==> config.mk <==
export PLATFORM = sky130hd
export DESIGN_NAME = binary_frame_writer
export DESIGN_NICKNAME = d
export VERILOG_FILES = /design/src/rtl/frame_pkg.sv /design/src/rtl/bit_packer.sv /design/src/rtl/binary_frame_writer.sv
export SDC_FILE = /design/constraint.sdc
export NUM_CORES = 1
export LEC_CHECK = 0
export ABC_AREA = 1
export CAP_MARGIN = 40
export CORE_ASPECT_RATIO = 0.7
export CORE_MARGIN = 1.5
export CORE_UTILIZATION = 37
export DETAILED_ROUTE_END_ITERATION = 16
export GPL_TIMING_DRIVEN = 0
export PLACE_DENSITY = 0.62
export REMOVE_ABC_BUFFERS = 1
export SYNTH_ARGS = -nofsm -noshare
export SYNTH_HDL_FRONTEND = slang
export SYNTH_SLANG_ARGS = --single-unit
export TNS_END_PERCENT = 5
==> constraint.sdc <==
create_clock -name clk -period 3.45 [get_ports clk]
set_input_delay 0.69 -clock clk [delete_from_list [all_inputs] [get_ports clk]]
set_output_delay 0.69 -clock clk [all_outputs]
set_load 0.005 [all_outputs]
==> src/rtl/frame_pkg.sv <==
// ---------------------------------------------------------------------------
// frame_pkg
// Definitions shared by binary_frame_writer and bit_packer:
//   state_t          - writer state machine encoding (S_IDLE, S_ACTIVE)
//   FRAME_ADDR_W     - width of the image memory byte address
//   FG_COUNT_W       - width of the optional foreground pixel counter
//   bytes_per_frame  - packed bytes in one WIDTH x HEIGHT binary image
//   pixel_bit        - binarization rule (luma at or above level -> 1)
// ---------------------------------------------------------------------------
package frame_pkg;

   typedef enum logic [0:0] {
      S_IDLE   = 1'b0,
      S_ACTIVE = 1'b1
   } state_t;

   localparam int FRAME_ADDR_W = 16;
   localparam int FG_COUNT_W   = 19;

   // Eight binary pixels share one memory byte.
   function automatic int bytes_per_frame(input int width, input int height);
      return (width * height) / 8;
   endfunction

   // A pixel is foreground when its luma reaches the latched level.
   function automatic logic pixel_bit(input logic [7:0] luma, input logic [7:0] level);
      return (luma >= level) ? 1'b1 : 1'b0;
   endfunction

endpackage

==> src/rtl/bit_packer.sv <==
// ---------------------------------------------------------------------------
// bit_packer
// Assembles eight consecutive binary pixels into one byte, LSB first: the
// first bit accepted after a clear lands in bit 0 of the finished byte.
// Ports:
//   clk, reset   - clock, asynchronous active-high reset
//   px_bit       - incoming binary pixel
//   valid        - px_bit is accepted this cycle
//   clear        - drop any partial byte; if valid is also high, px_bit
//                  becomes bit 0 of a fresh byte
//   packed_byte  - registered finished byte (holds until the next byte)
//   byte_valid   - one-cycle pulse, the cycle after the 8th bit is accepted
// ---------------------------------------------------------------------------
module bit_packer
   import frame_pkg::*;
(
   input  logic       clk,
   input  logic       reset,
   input  logic       px_bit,
   input  logic       valid,
   input  logic       clear,
   output logic [7:0] packed_byte,
   output logic       byte_valid
);

   logic [7:0] shift_r;
   logic [2:0] count_r;
   logic [7:0] byte_r;
   logic       byte_valid_r;

   logic [7:0] shift_base_s;
   logic [2:0] count_base_s;
   logic [7:0] shift_next_s;
   logic       done_s;

   // Next shift contents; a clear restarts assembly before this cycle's bit is taken.
   always_comb begin
      shift_base_s = shift_r;
      count_base_s = count_r;
      if (clear) begin
         shift_base_s = 8'h00;
         count_base_s = 3'd0;
      end else begin
         shift_base_s = shift_r;
         count_base_s = count_r;
      end
      // Shifting in from the top leaves the oldest of eight bits in bit 0.
      shift_next_s = {px_bit, shift_base_s[7:1]};
      done_s       = valid && (count_base_s == 3'd7);
   end

   // Shift register, bit counter and registered byte output.
   always_ff @(posedge clk or posedge reset) begin
      if (reset) begin
         shift_r      <= 8'h00;
         count_r      <= 3'd0;
         byte_r       <= 8'h00;
         byte_valid_r <= 1'b0;
      end else begin
         if (valid) begin
            shift_r <= shift_next_s;
            count_r <= count_base_s + 3'd1;
         end else begin
            shift_r <= shift_base_s;
            count_r <= count_base_s;
         end
         if (done_s) begin
            byte_r <= shift_next_s;
         end else begin
            byte_r <= byte_r;
         end
         byte_valid_r <= done_s;
      end
   end

   assign packed_byte = byte_r;
   assign byte_valid  = byte_valid_r;

endmodule

==> src/rtl/binary_frame_writer.sv <==
// ---------------------------------------------------------------------------
// binary_frame_writer
// Thresholds a raster-scanned grayscale stream into a 1-bit image and writes
// it to a byte-wide image memory, eight pixels per byte (lowest x in bit 0).
// Parameters:
//   WIDTH  - pixels per line (multiple of 8)
//   HEIGHT - lines per frame (WIDTH*HEIGHT/8 <= 65536)
// Ports:
//   clk, reset  - clock, asynchronous active-high reset
//   sof         - start of frame, qualified by px_valid, marks pixel (0,0)
//   px_valid    - a pixel is presented this cycle
//   luma        - 8-bit grayscale pixel
//   threshold   - binarization level, latched at each accepted sof
//   wraddress   - memory byte address, y*(WIDTH/8) + x/8
//   data        - packed pixel byte
//   wren        - one-cycle write strobe, the cycle after a byte completes
//   frame_done  - pulses together with the final write of a frame
//   frame_err   - pulses the cycle after a frame is aborted by an early sof
//   fg_count    - (only with BINARY_FRAME_WRITER_STATS_EN defined) number of
//                 foreground pixels in the last completed frame
// Build option: define BINARY_FRAME_WRITER_STATS_EN to add fg_count.
// ---------------------------------------------------------------------------
module binary_frame_writer
   import frame_pkg::*;
#(
   parameter int WIDTH  = 640,
   parameter int HEIGHT = 480
) (
   input  logic                    clk,
   input  logic                    reset,
   input  logic                    sof,
   input  logic                    px_valid,
   input  logic [7:0]              luma,
   input  logic [7:0]              threshold,
   output logic [FRAME_ADDR_W-1:0] wraddress,
   output logic [7:0]              data,
   output logic                    wren,
   output logic                    frame_done,
   output logic                    frame_err
`ifdef BINARY_FRAME_WRITER_STATS_EN
   ,
   output logic [FG_COUNT_W-1:0]   fg_count
`endif
);

   localparam int XW             = (WIDTH  > 1) ? $clog2(WIDTH)  : 1;
   localparam int YW             = (HEIGHT > 1) ? $clog2(HEIGHT) : 1;
   localparam int BYTES_PER_LINE = WIDTH / 8;
   localparam int FRAME_BYTES    = bytes_per_frame(WIDTH, HEIGHT);
   localparam logic [XW-1:0] X_LAST = XW'(WIDTH - 1);

   state_t                  state_r;
   state_t                  state_next_s;
   logic [XW-1:0]           x_r;
   logic [YW-1:0]           y_r;
   logic [XW-1:0]           x_next_s;
   logic [YW-1:0]           y_next_s;
   logic [7:0]              thr_r;
   logic [7:0]              thr_next_s;
   logic [FRAME_ADDR_W-1:0] wraddress_r;
   logic                    frame_done_r;
   logic                    frame_err_r;

   logic                    accept_s;
   logic                    start_s;
   logic                    abort_s;
   logic [XW-1:0]           pos_x_s;
   logic [YW-1:0]           pos_y_s;
   logic [7:0]              thr_eff_s;
   logic                    px_bit_s;
   logic                    byte_end_s;
   logic                    last_s;
   logic [31:0]             byte_idx_s;

   // Pixel acceptance and frame start/abort decode for the current state.
   always_comb begin
      accept_s = 1'b0;
      start_s  = 1'b0;
      abort_s  = 1'b0;
      case (state_r)
         S_IDLE: begin
            // Only a qualified sof opens a frame; other pixels are dropped.
            start_s  = sof && px_valid;
            accept_s = sof && px_valid;
         end
         S_ACTIVE: begin
            accept_s = px_valid;
            start_s  = sof && px_valid;
            abort_s  = sof && px_valid && ((x_r != {XW{1'b0}}) || (y_r != {YW{1'b0}}));
         end
         default: begin
            accept_s = 1'b0;
            start_s  = 1'b0;
            abort_s  = 1'b0;
         end
      endcase
   end

   // Position, binarized bit and byte address of the pixel on the inputs.
   always_comb begin
      if (start_s) begin
         // The sof pixel is (0,0) and already uses the threshold being latched.
         pos_x_s   = {XW{1'b0}};
         pos_y_s   = {YW{1'b0}};
         thr_eff_s = threshold;
      end else begin
         pos_x_s   = x_r;
         pos_y_s   = y_r;
         thr_eff_s = thr_r;
      end
      px_bit_s   = pixel_bit(luma, thr_eff_s);
      byte_end_s = accept_s && (pos_x_s[2:0] == 3'b111);
      byte_idx_s = 32'(pos_y_s) * 32'(BYTES_PER_LINE) + 32'(pos_x_s >> 3);
      // The frame ends with the byte that holds pixel (WIDTH-1, HEIGHT-1).
      last_s     = byte_end_s && (byte_idx_s == 32'(FRAME_BYTES - 1));
   end

   // Next state, raster position and latched threshold.
   always_comb begin
      state_next_s = state_r;
      x_next_s     = x_r;
      y_next_s     = y_r;
      thr_next_s   = thr_r;
      if (start_s) begin
         thr_next_s = threshold;
      end else begin
         thr_next_s = thr_r;
      end
      if (accept_s) begin
         if (last_s) begin
            state_next_s = S_IDLE;
            x_next_s     = {XW{1'b0}};
            y_next_s     = {YW{1'b0}};
         end else if (pos_x_s == X_LAST) begin
            state_next_s = S_ACTIVE;
            x_next_s     = {XW{1'b0}};
            y_next_s     = pos_y_s + YW'(1'b1);
         end else begin
            state_next_s = S_ACTIVE;
            x_next_s     = pos_x_s + XW'(1'b1);
            y_next_s     = pos_y_s;
         end
      end else begin
         state_next_s = state_r;
         x_next_s     = x_r;
         y_next_s     = y_r;
      end
   end

   // State, position, threshold and registered address/status outputs.
   always_ff @(posedge clk or posedge reset) begin
      if (reset) begin
         state_r      <= S_IDLE;
         x_r          <= {XW{1'b0}};
         y_r          <= {YW{1'b0}};
         thr_r        <= 8'h00;
         wraddress_r  <= {FRAME_ADDR_W{1'b0}};
         frame_done_r <= 1'b0;
         frame_err_r  <= 1'b0;
      end else begin
         state_r <= state_next_s;
         x_r     <= x_next_s;
         y_r     <= y_next_s;
         thr_r   <= thr_next_s;
         if (byte_end_s) begin
            // Address is captured with the 8th bit so it aligns with wren.
            wraddress_r <= FRAME_ADDR_W'(byte_idx_s);
         end else begin
            wraddress_r <= wraddress_r;
         end
         frame_done_r <= last_s;
         frame_err_r  <= abort_s;
      end
   end

   // A new frame (normal or abort) clears any partial byte before packing.
   bit_packer u_bit_packer (
      .clk         (clk),
      .reset       (reset),
      .px_bit      (px_bit_s),
      .valid       (accept_s),
      .clear       (start_s),
      .packed_byte (data),
      .byte_valid  (wren)
   );

   assign wraddress  = wraddress_r;
   assign frame_done = frame_done_r;
   assign frame_err  = frame_err_r;

`ifdef BINARY_FRAME_WRITER_STATS_EN
   logic [FG_COUNT_W-1:0] fg_acc_r;
   logic [FG_COUNT_W-1:0] fg_count_r;
   logic [FG_COUNT_W-1:0] fg_base_s;
   logic [FG_COUNT_W-1:0] fg_sum_s;

   // Running foreground count; a frame start discards the previous tally.
   always_comb begin
      if (start_s) begin
         fg_base_s = {FG_COUNT_W{1'b0}};
      end else begin
         fg_base_s = fg_acc_r;
      end
      fg_sum_s = fg_base_s + {{(FG_COUNT_W-1){1'b0}}, px_bit_s};
   end

   // Accumulator and published count; publishing only on the last pixel
   // keeps aborted frames from touching fg_count.
   always_ff @(posedge clk or posedge reset) begin
      if (reset) begin
         fg_acc_r   <= {FG_COUNT_W{1'b0}};
         fg_count_r <= {FG_COUNT_W{1'b0}};
      end else begin
         if (accept_s) begin
            fg_acc_r <= fg_sum_s;
         end else begin
            fg_acc_r <= fg_acc_r;
         end
         if (last_s) begin
            fg_count_r <= fg_sum_s;
         end else begin
            fg_count_r <= fg_count_r;
         end
      end
   end

   assign fg_count = fg_count_r;
`endif

endmodule

==> results.sh <==
export IMPL_route_detailed_drc=0
export IMPL_cts_tree="done"
export IMPL_post_route_period_util_pct=96.3
export IMPL_ant_nets=0
export IMPL_fmax_mhz=301
export IMPL_synth_warnings=0
export IMPL_hold_viol=0
export IMPL_grt_pass1_vias=3610
export IMPL_slew_violations=0
export IMPL_synth_most_common_cell="nand2_1"
export IMPL_min_delay_start="wraddress[8]"
export IMPL_crit_fanout=7
export IMPL_die_x_um=132
export IMPL_htreeDepth=3
export IMPL_area_growth_pct=30.7
export IMPL_cts_sinks=65
export IMPL_synth_edf_count=0
export IMPL_critPathKind="input port to flop"
export IMPL_rows=32
export IMPL_grtUsageTotal_pct=18.3
export IMPL_cts_root_buffer="clkbuf_16"
export IMPL_clk_path_buf_depth=2
export IMPL_initial_core_util_pct=38.5
export IMPL_ir_drop_uv=276
export IMPL_required_ps=3680
export IMPL_globalplace_congestion=0.866
export IMPL_end_kind="flop"
export IMPL_ys_seq_elements=65
export IMPL_fin_crit_ps=3320
export IMPL_syn_area_um2=4290
export IMPL_num_io_pins=47
export IMPL_drt_pre_antenna_iters=5
export IMPL_netlist_area_leader_share_pct=37.9
export IMPL_syn_area_per_cell_um2=7.66
export IMPL_core_um2=11100
export IMPL_synth_main_ff_cell="dfrtp_1"
export IMPL_synth_top_cell_by_area="dfrtp_1"
export IMPL_vias=3854
export IMPL_arrival_ps=3550
export IMPL_n_fill_cell=1080
export IMPL_r2r_start="y_r[1]"
export IMPL_grt_antenna_before_repair=0
export IMPL_synthArstFlopShare_pct=100
export IMPL_cap_violations=0
export IMPL_ys_seq_area_share_pct=37.9
export IMPL_hpwl_mm=6.90
export IMPL_tns_ps=0
export IMPL_cp_start_kind="input port"
export IMPL_wl_mm=10.7
export IMPL_synth_cells=560
export IMPL_hold_ws_ps=473
export IMPL_grt_overflow=0
export IMPL_path_clk_slew_ps=60
export IMPL_portBuffers=46
export IMPL_p_leak_nw=2.73
export IMPL_drt_iter0_markers=263
export IMPL_setup_viol=0
export IMPL_synthTopCellsByCount="nand2_1 (166), inv_1 (76), dfrtp_1 (65), nor2_1 (37), o21ai_0 (37)"
export IMPL_clk_latency_ps=340
export IMPL_hp_class="flop to flop"
export IMPL_n_antenna_cell=0
export IMPL_grt_max_degree=39
export IMPL_worst_pin_slew_ps=785
export IMPL_drive_above_1_share_pct=19.2
export IMPL_fin_skew_ps=7.35
export IMPL_die_area_um2=12300
export IMPL_cts_made_buffers=9
export IMPL_holdBufCountCts=0
export IMPL_startpoint="sof"
export IMPL_final_nets=666
export IMPL_slew_headroom_pct=47.6
export IMPL_status="finished clean"
export IMPL_grt_pass1_wl_mm=17.9
export IMPL_synthTopCellsByArea="dfrtp_1 (38%), nand2_1 (15%), ha_1 (7.0%)"
export IMPL_die_y_um=93.1
export IMPL_ys_types=36
export IMPL_vias_per_cell=4.95
export IMPL_routedWlPerCell_um=13.8
export IMPL_power_density_nw_per_um2=455
-- cells in the final DEF, fill, tap and decap left out, drive strengths merged, types with 2 or more instances in the layout --
cell | netlist | layout
a21oi | 10 | 10
a31oi | 2 | 2
and2 | 2 | 2
buf | 6 | 18
bufinv | 0 | 2
clkbuf | 10 | 12
clkdlybuf4s50 | 0 | 44
clkinv | 0 | 3
dfrtp | 65 | 65
ha | 24 | 24
inv | 77 | 76
nand2 | 178 | 179
nand3 | 50 | 52
nand3b | 2 | 2
nand4 | 10 | 10
nor2 | 46 | 46
nor3 | 4 | 4
nor4 | 7 | 7
o21ai | 39 | 39
or2 | 7 | 7
xnor2 | 4 | 4
xor2 | 12 | 12
-- worst max-delay path, stage by stage --
cell and delay [ps]:
buf_4 130, nand2_8 90, clkinvlp_4 110, buf_12 150, nor2_4 50, nor2_1 90, nor2_1 50, ha_2 200
fa_2 450, xnor2_4 180, nor2_4 160, nand3_4 120, inv_2 90, nand2_4 60, nor2_4 150, nand3_4 110
a21oi_4 230, buf_12 140, nand3_4 130, nand3_2 110, nand2_1 50
-- through the flow --
stage	total power, mW	std cells	utilization (%)	cell area (um^2)	setup WS (ps)
6_report	2.55	779	50.3	5600	128
4_1_cts	2.54	770	48.3	5380	11.7
2_1_floorplan	1.30	544	-	4200	-423
3_3_place_gp	1.50	743	43.6	4850	-1920
5_1_grt	2.69	779	50.3	5600	-24.7
3_5_place_dp	1.53	745	43.9	4890	-1620
-- area by class of cell --
type / instances / area (um^2) / area share [%]
flip-flops and latches: 65 / 1630 / 29.0
clock inverters: 5 / 78.8 / 1.41
multi-input cells: 405 / 2500 / 44.7
inverters: 77 / 293 / 5.23
well taps: 153 / 191 / 3.42
repair buffers: 63 / 667 / 11.9
clock buffers: 11 / 243 / 4.33
-- layer usage --
layer,part of all wire (%),track usage [%],up-vias
li1,-,-,1920
met4,1.7,6.94,0
met3,4.5,3.52,13
met2,44,27.3,93
met1,50,26.1,1828
met5,0,0,-
-- cells by family after synthesis --
logic type / synth area share (%)
AND/OR/NAND/NOR: 35.8
buffers and inverters: 8.81
flip-flops: 37.9
AO/OA/AOI/OAI: 6.51
adder cells (fa/ha/maj): 7.47
XOR/XNOR: 3.27
multiplexers: 0.233
-- path summary, 6_finish.rpt --
path	to	slack, ps	cells after the start
min in group asynchronous	u_bit_packer.packed_byte[1]	760	2
worst min register to register	wraddress[8]	470	2
worst max register to register	x_r[1]	280	17
max in group asynchronous	y_r[7]	2060	3
worst max-delay path	x_r[1]	130	21
worst min-delay path	wraddress[8]	470	2
-- state kept, by name, summed over array words and instances, names as in the netlist --
signal                    cells
frame_err                     1
wraddress                    16
frame_done                    1
u_bit_packer.packed_byte      8
u_bit_packer.byte_valid       1
state_r                       1
u_bit_packer.shift_r          7
y_r                           9
u_bit_packer.count_r          3
x_r                          10
thr_r                         8
-- timing repair --
item,in CTS,in global routing
setup endpoints to repair,32,20
cloned,3,1
gates resized for setup,22,36
pin swaps,5,11
setup buffers,6,8
-- report_power, final --
group / internal, mW / total, mW / switching [mW]
combinational: 0.280 / 0.608 / 0.328
clock: 0.651 / 0.986 / 0.336
sequential: 0.885 / 0.955 / 0.0696
No activity file was read; power rests on OpenSTA's default activity.
